--- config.mk ---
export PLATFORM = sky130hd
export DESIGN_NAME = loop_gain_detector
export DESIGN_NICKNAME = d
export VERILOG_FILES = /design/src/rtl/loop_gain_detector.sv
export SDC_FILE = /design/constraint.sdc
export NUM_CORES = 1
export LEC_CHECK = 0
export ABC_AREA = 1
export CORE_ASPECT_RATIO = 0.75
export CORE_MARGIN = 10
export CORE_UTILIZATION = 60
export CTS_CLUSTER_SIZE = 14
export DETAILED_ROUTE_END_ITERATION = 12
export DONT_BUFFER_PORTS = 1
export PLACE_DENSITY = 0.78
export SYNTH_ARGS = -nofsm -noshare
export SYNTH_HDL_FRONTEND = slang
export SYNTH_SLANG_ARGS = --single-unit
export TNS_END_PERCENT = 1
--- constraint.sdc ---
create_clock -name clk -period 4.95 [get_ports clk]
set_input_delay 0.99 -clock clk [delete_from_list [all_inputs] [get_ports clk]]
set_output_delay 0.99 -clock clk [all_outputs]
set_load 0.05 [all_outputs]
--- src/rtl/loop_gain_detector.sv ---
// Synchronous I/Q correlator for loop-gain measurement. The injected tone is sampled at
// exactly 4x its frequency, so demodulation reduces to add/subtract on a 2-bit phase.
module loop_gain_detector #(
    parameter  int DW    = 12,
    parameter  int NPER  = 256,
    parameter  int NSKIP = 16,
    localparam int AW    = DW + $clog2(NPER) + 1
) (
    input  logic                 clk,
    input  logic                 rst_n,
    input  logic                 start,
    input  logic                 s_valid,
    input  logic signed [DW-1:0] s_in,
    input  logic signed [DW-1:0] s_out,
    output logic                 busy,
    output logic                 res_valid,
    input  logic                 res_ready,
    output logic signed [AW-1:0] i_in,
    output logic signed [AW-1:0] q_in,
    output logic signed [AW-1:0] i_out,
    output logic signed [AW-1:0] q_out
);

    localparam int CW = 11;
    localparam logic [CW-1:0] SKIP_LAST = CW'(NSKIP > 0 ? NSKIP - 1 : 0);
    localparam logic [CW-1:0] NPER_LAST = CW'(NPER - 1);

    typedef enum logic [1:0] {IDLE, SETTLE, ACQ, HOLD} state_t;

    state_t               state_q, state_d;
    logic [1:0]           phase_q, phase_d;
    logic [CW-1:0]        per_q, per_d;
    logic                 busy_q, busy_d;
    logic                 res_valid_q, res_valid_d;
    logic signed [AW-1:0] acc_i_in_q, acc_i_in_d, acc_q_in_q, acc_q_in_d;
    logic signed [AW-1:0] acc_i_out_q, acc_i_out_d, acc_q_out_q, acc_q_out_d;
    logic signed [AW-1:0] res_i_in_q, res_i_in_d, res_q_in_q, res_q_in_d;
    logic signed [AW-1:0] res_i_out_q, res_i_out_d, res_q_out_q, res_q_out_d;
    logic signed [AW-1:0] x_in, x_out;

    assign x_in  = {{(AW-DW){s_in[DW-1]}}, s_in};
    assign x_out = {{(AW-DW){s_out[DW-1]}}, s_out};

    always_comb begin
        state_d     = state_q;
        phase_d     = phase_q;
        per_d       = per_q;
        res_valid_d = res_valid_q;
        acc_i_in_d  = acc_i_in_q;
        acc_q_in_d  = acc_q_in_q;
        acc_i_out_d = acc_i_out_q;
        acc_q_out_d = acc_q_out_q;
        res_i_in_d  = res_i_in_q;
        res_q_in_d  = res_q_in_q;
        res_i_out_d = res_i_out_q;
        res_q_out_d = res_q_out_q;
        case (state_q)
            IDLE: begin
                if (start) begin
                    phase_d     = '0;
                    per_d       = '0;
                    acc_i_in_d  = '0;
                    acc_q_in_d  = '0;
                    acc_i_out_d = '0;
                    acc_q_out_d = '0;
                    state_d     = (NSKIP > 0) ? SETTLE : ACQ;
                end
            end
            SETTLE: begin
                if (s_valid) begin
                    phase_d = phase_q + 2'd1;
                    if (phase_q == 2'd3) begin
                        if (per_q == SKIP_LAST) begin
                            per_d   = '0;
                            state_d = ACQ;
                        end else begin
                            per_d = per_q + 1'b1;
                        end
                    end
                end
            end
            ACQ: begin
                if (s_valid) begin
                    // Quadrature reference at 4x sampling is the sequence +1, +j, -1, -j.
                    case (phase_q)
                        2'd0: begin
                            acc_i_in_d  = acc_i_in_q + x_in;
                            acc_i_out_d = acc_i_out_q + x_out;
                        end
                        2'd1: begin
                            acc_q_in_d  = acc_q_in_q + x_in;
                            acc_q_out_d = acc_q_out_q + x_out;
                        end
                        2'd2: begin
                            acc_i_in_d  = acc_i_in_q - x_in;
                            acc_i_out_d = acc_i_out_q - x_out;
                        end
                        default: begin
                            acc_q_in_d  = acc_q_in_q - x_in;
                            acc_q_out_d = acc_q_out_q - x_out;
                        end
                    endcase
                    phase_d = phase_q + 2'd1;
                    if (phase_q == 2'd3) begin
                        if (per_q == NPER_LAST) begin
                            res_i_in_d  = acc_i_in_d;
                            res_q_in_d  = acc_q_in_d;
                            res_i_out_d = acc_i_out_d;
                            res_q_out_d = acc_q_out_d;
                            res_valid_d = 1'b1;
                            state_d     = HOLD;
                        end else begin
                            per_d = per_q + 1'b1;
                        end
                    end
                end
            end
            default: begin
                if (res_valid_q && res_ready) begin
                    res_valid_d = 1'b0;
                    state_d     = IDLE;
                end
            end
        endcase
        busy_d = (state_d == SETTLE) || (state_d == ACQ);
    end

    always_ff @(posedge clk) begin
        if (!rst_n) begin
            state_q     <= IDLE;
            phase_q     <= '0;
            per_q       <= '0;
            busy_q      <= 1'b0;
            res_valid_q <= 1'b0;
            acc_i_in_q  <= '0;
            acc_q_in_q  <= '0;
            acc_i_out_q <= '0;
            acc_q_out_q <= '0;
            res_i_in_q  <= '0;
            res_q_in_q  <= '0;
            res_i_out_q <= '0;
            res_q_out_q <= '0;
        end else begin
            state_q     <= state_d;
            phase_q     <= phase_d;
            per_q       <= per_d;
            busy_q      <= busy_d;
            res_valid_q <= res_valid_d;
            acc_i_in_q  <= acc_i_in_d;
            acc_q_in_q  <= acc_q_in_d;
            acc_i_out_q <= acc_i_out_d;
            acc_q_out_q <= acc_q_out_d;
            res_i_in_q  <= res_i_in_d;
            res_q_in_q  <= res_q_in_d;
            res_i_out_q <= res_i_out_d;
            res_q_out_q <= res_q_out_d;
        end
    end

    assign busy      = busy_q;
    assign res_valid = res_valid_q;
    assign i_in      = res_i_in_q;
    assign q_in      = res_q_in_q;
    assign i_out     = res_i_out_q;
    assign q_out     = res_q_out_q;

endmodule

# Word level (Yosys, flattened, before mapping)

Index checks and enable logic that the tools add are counted.

Memory bits (read-only): 0
Logic and storage cells: 95
Output and inout port bits: 86
Register bits: 185
Memories: 0
Bits in latches: 0
Memory bits (writable): 0

$mul: 0
Mux-type cells: 38
Divide/modulo/power cells: 0
Equality and inequality tests: 17
Add/sub/neg operators: 10
Reductions and logical operators: 16
Shift operators: 0
Magnitude comparators: 0
Bitwise operators: 1

Operators with widths:

| cell                  | count |
|---|---|
| $pmux 21 s2           | 8 |
| $mux 21               | 5 |
| $add 21x12->21        | 4 |
| $sub 21x12->21        | 4 |
| $mux 11               | 7 |
| $pmux 11 s3           | 1 |
| $mux 2                | 10 |
| $ne 2x2->1 const B    | 7 |
| $add 11x1->11 const B | 1 |
| $eq 11x4->1 const B   | 1 |
| $eq 11x8->1 const B   | 1 |
| $eq 2x2->1 const B    | 4 |
| $reduce_and 7->1      | 1 |
| $eq 2x1->1 const B    | 3 |
| $pmux 2 s3            | 1 |
| $reduce_and 3->1      | 2 |
| $reduce_bool 2->1     | 3 |
| $reduce_or 2->1       | 3 |
| $reduce_and 5->1      | 1 |
| $logic_not 2->1       | 2 |
| $mux 1                | 4 |
| $pmux 2 s2            | 1 |
| $reduce_and 4->1      | 1 |
| $reduce_bool 3->1     | 1 |
| other kinds (6)       | 6 |

# Depth between registers and ports, before layout

Depth in word-level cells: 7
Mapped depth: 26
Gate-level depth less buffers: 26

# Worst setup path after synthesis

Ideal clock, no wire load.

Path kind: input to register
From: input s_out[0]
To: register res_i_out_q[20], in the netlist i_out[20]
Setup time: 0.114 ns
Data required time: 4.836 ns
Arrival: 3.372 ns
Stages on the path: 25
Setup slack: 1.464 ns
Cells stage by stage: inv_1 > ha_1 > nand2_1 > nor2_2 > inv_1 > or2_1 > nor2_2 > nand2_1 > xor2_1 > nand2_1 > o21ai_1 > ha_1 > nand2_1 > inv_1 > nand2_1 > nor2_1 > nand2_1 > nand3_2 > nand2_1 > nand3_1 > nand3_1 > nand2_1 > nand2_1 > o21bai_1 > inv_1

Word-level cells in the longest chain between the ends: 2

RTL lines:

| what                                             | line   | text |
|---|---|---|
| start, declared                                  | 14     | `input logic signed [DW-1:0] s_out,` |
| $sub 21x12->21 or $add 21x12->21 (tied branches) | 96, 88 |  |
| $pmux 21 s2 *                                    | 85     | `case (phase_q)` |
| end signal, assigned                             | 155    | `res_i_out_q <= res_i_out_d;` |
| end, declared                                    | 38     | `logic signed [AW-1:0] res_i_out_q, res_i_out_d, res_q_out_q, res_q_out_d;` |

Every way passes the cells marked *; elsewhere a longest branch is shown, timed or not.
A chain may end at the register's enable or synchronous reset.

# Worst setup path in the final report

From: input s_out[2]
To: register res_q_out_q[20], in the netlist q_out[20]

Word-level cells in the longest chain between the ends: 2

RTL lines:

| what                                             | line    | text |
|---|---|---|
| $sub 21x12->21 or $add 21x12->21 (tied branches) | 100, 92 |  |
| $pmux 21 s2 *                                    | 85      |  |
| end signal, assigned                             | 156     | `res_q_out_q <= res_q_out_d;` |
| end, declared                                    | 38      |  |

Marks and branches as above.

==> results.cfg <==
[timing]
hold_viol = 0
min_period_over_period_pct = 72.4
whs_ns = 0.463
max_freq_ghz = 0.279
setup-violations-final = 0
slew_headroom_pct = 29.0
tns_ns = 0
grt_setup_unrepaired = no
worst_pin_slew_ns = 1.07
fin_crit_ns = 3.58
slew_violations = 0
skew_ns = 0.0116

[routing]
drtAntennaViolNets = 0
wl_per_cell_um = 16.5
vias = 13700
drc_errors = 0
drt-pass1-iter-count = 6
via_per_inst = 5.63
wl_um = 40300
drt_iter0_drc = 1194

[setup_path]
cp-end-kind = register
crit_chain = nor3_2, nand2_1, nor3_2, nand2_1, o21ai_4, nand2_1, o21ai_1, inv_1, ha_1, nand2_1, nor2_1, and2_1, nand2_1, nand3_1, nand2_1, nand3_1, nand3_1, nand2_1, nand2_1, o21bai_1, inv_1
r2r_end = i_out[16]
crit_arrival_ns = 3.93
crit_fanout = 6
regToRegSetupSlack_ns = 1.50
worst-path-stages = 21
reg2reg_from = phase_q[0]
cpMaxStageDelayCell = ha_1
path_class = input port to register
max_stage_delay_ns = 0.30
cp.buffers_inverters = 2
start_kind = input port
crit_end = q_out[20]
cp.required_ns = 5.30
cpMostUsedCell = nand2_1
crit_start = s_out[2]
ff2ff_path_depth = 17
critical_path.top_delay_family = simple AND/OR/NAND/NOR gates

[job]
cap_violations = 0

[placed_design]
port_buffers = 0
globalplace.congestion = 0.977
dp_cells = 2406
dp_hpwl_um = 30000
dpl_cell_area_sq_um = 13900

[finish]
final_cells = 2438
area_delta_synth_final_pct = 5.05
num-nets-final = 2259
n_antenna_cell = 0
drive_gt1_share_pct = 5.22
fin_area_sq_um = 14500

[floorplanning]
die_area_sq_um = 29500
rows = 47
dieWidth_um = 195
core_area_sq_um = 22300
io_pins = 115
initial_core_util_pct = 61.7
die_h_um = 151

[synthesis]
synth-async-reset-ratio_pct = 0
synth-main-ff-cell = dfxtp_1
synth.yosys.seq_area_share_pct = 26.8
ys_warn_count = 0
ys_ff_latch = 185
synth_top_area_share_pct = 26.8
avgSynthCellArea_sq_um = 6.32
synth_edf_count = 0
synth.net_count = 2310
netlist_area_sq_um = 13800
ys_types = 47
yosysTopAreaCell = dfxtp_1
postSynthCellCount = 2182
synthTopCellsByArea = dfxtp_1, nand2_1, ha_1

[clock_tree]
insertion_delay_ns = 0.45
postCtsHoldBufs = 0
htree_levels = 4
clock_path_buffers = 2
cts.clk_slew.worst_paths_ns = 0.07
cts_resized = 0
cts_root_buf = clkbuf_16
post_cts_buffers = 0
cts_tree = yes
cts_buffers = 17
cts.sinks = 185

[worst_hold_path]
hold_class = register to register
min_from = per_q[10]

[global_route]
grtUsageTotal_pct = 27.0
antenna_found_initial = 0
grt_pass1_vias = 12600
overflow = 0
grt_start_max_net_pins = 90
grt_pass1_wl_um = 65500

[pwr]
p_per_area_nw_per_um2 = 262
power_leakage_uw = 0.00706
vdd_drop_max_uv = 265

[outcome]
status = finished clean
flip-flops by register name, summed over array words and instances, names as in the netlist:
signal       flops
acc_i_in_q      21
acc_i_out_q     21
acc_q_in_q      21
acc_q_out_q     21
busy             1
i_in            21
i_out           21
per_q           11
phase_q          2
q_in            21
q_out           21
res_valid        1
state_q          2
cells in the final DEF (no fill, tap or decap), types with 3 or more instances in the layout:
cell	synthesis	final
clkinvlp_4	0	4
inv_2	5	6
a21oi_1	198	198
nand2_1	682	682
buf_4	12	12
a31oi_1	13	12
o21ai_0	179	179
nand3b_1	5	5
nor3_1	11	11
fa_1	4	4
and2_1	6	6
nor2_4	2	3
o21bai_1	37	37
nand3_1	126	126
ha_1	95	95
xnor2_1	28	28
o21ai_1	7	7
inv_1	235	235
dfxtp_1	185	185
nand3_2	4	4
nand4_1	22	22
nand2_2	15	15
o21ai_2	3	3
xor2_1	31	31
nor4_1	4	4
clkbuf_16	0	17
nor2_1	117	117
nor2_2	6	5
o211ai_1	15	15
a211oi_1	3	3
o21a_1	8	8
nor3_2	7	7
or2_2	18	18
a21o_1	14	14
clkbuf_8	0	3
routing by layer:
layer	wire length (um)	GRT usage (%)	vias to the layer above
met5	0	0	-
met4	669	6.97	0
met3	2930	5.15	47
met2	17400	42.5	416
met1	19300	37.2	6236
li1	-	-	7022
synth_stat cells, types with 13 or more instances:
cell type and instances:
nand2_1 682, inv_1 235, a21oi_1 198, dfxtp_1 185
o21ai_0 179, nand3_1 126, nor2_1 117, ha_1 95
clkbuf_1 43, o21bai_1 37, xor2_1 31, xnor2_1 28
nand4_1 22, buf_2 21, or2_2 18, nand2_2 15
o211ai_1 15, a21o_1 14, a31oi_1 13
per-stage QoR:
stage | util (%) | setup slack, ns | power, uW
after floorplan | - | 1.46 | 2230
after global placement | 62.3 | 1.10 | 2420
after detailed placement | 62.3 | 0.965 | 2430
after CTS | 64.9 | 1.44 | 3810
after global routing | 64.9 | 1.08 | 3990
final | 64.9 | 1.37 | 3800
cell families (layout without fill, tap and decap cells):
family / Yosys count / after routing / share of synthesized area, %
and+or+nand+nor: 1030 / 1030 / 31.5
AOI/OAI and AO/OA: 482 / 482 / 19.3
buffers and inverters: 327 / 289 / 9.49
DFF: 185 / 185 / 26.8
adders and majority gates: 99 / 99 / 9.20
xor gates and xnor gates: 59 / 59 / 3.75
report_power, final:
part	total [uW]	switching, uW	internal, uW
clock	1390	650	742
combinational	911	631	280
sequential	1500	7.71	1490
worst register-to-register path, cell delays in order, from the launching register on:
cell and delay, ns:
dfxtp_1 0.37, inv_1 0.11, ha_1 0.23, inv_1 0.48
buf_4 0.31, nand2_1 0.08, o21ai_0 0.15, ha_1 0.37
a21oi_1 0.28, nand2_1 0.15, nand2_1 0.11, nand3_2 0.14
a21oi_1 0.18, nand2_1 0.06, nand3_1 0.08, nand2_1 0.07
o21bai_1 0.13, inv_1 0.06
how the worst min path moves through the flow:
stage	end	slack, ns	cells after the start
finish	per_q[10]	0.46	2
global route	per_q[10]	0.49	2
CTS	per_q[10]	0.47	2
detailed placement	per_q[10]	0.46	2
global placement	per_q[10]	0.45	2
floorplan	per_q[10]	0.44	2
area by class of cell:
| cell class | count | area, sq um |
|---|---|---|
| Timing Repair Buffer | 13 | 110 |
| Sequential cell | 185 | 3700 |
| Clock buffer | 21 | 470 |
| Multi-Input combinational cell | 1670 | 8810 |
| Tap cell | 294 | 368 |
| Fill cell | 2037 | 7850 |
| Inverter | 244 | 918 |
| Clock inverter | 11 | 111 |
Note: power is estimated with default switching activity, not from simulation.
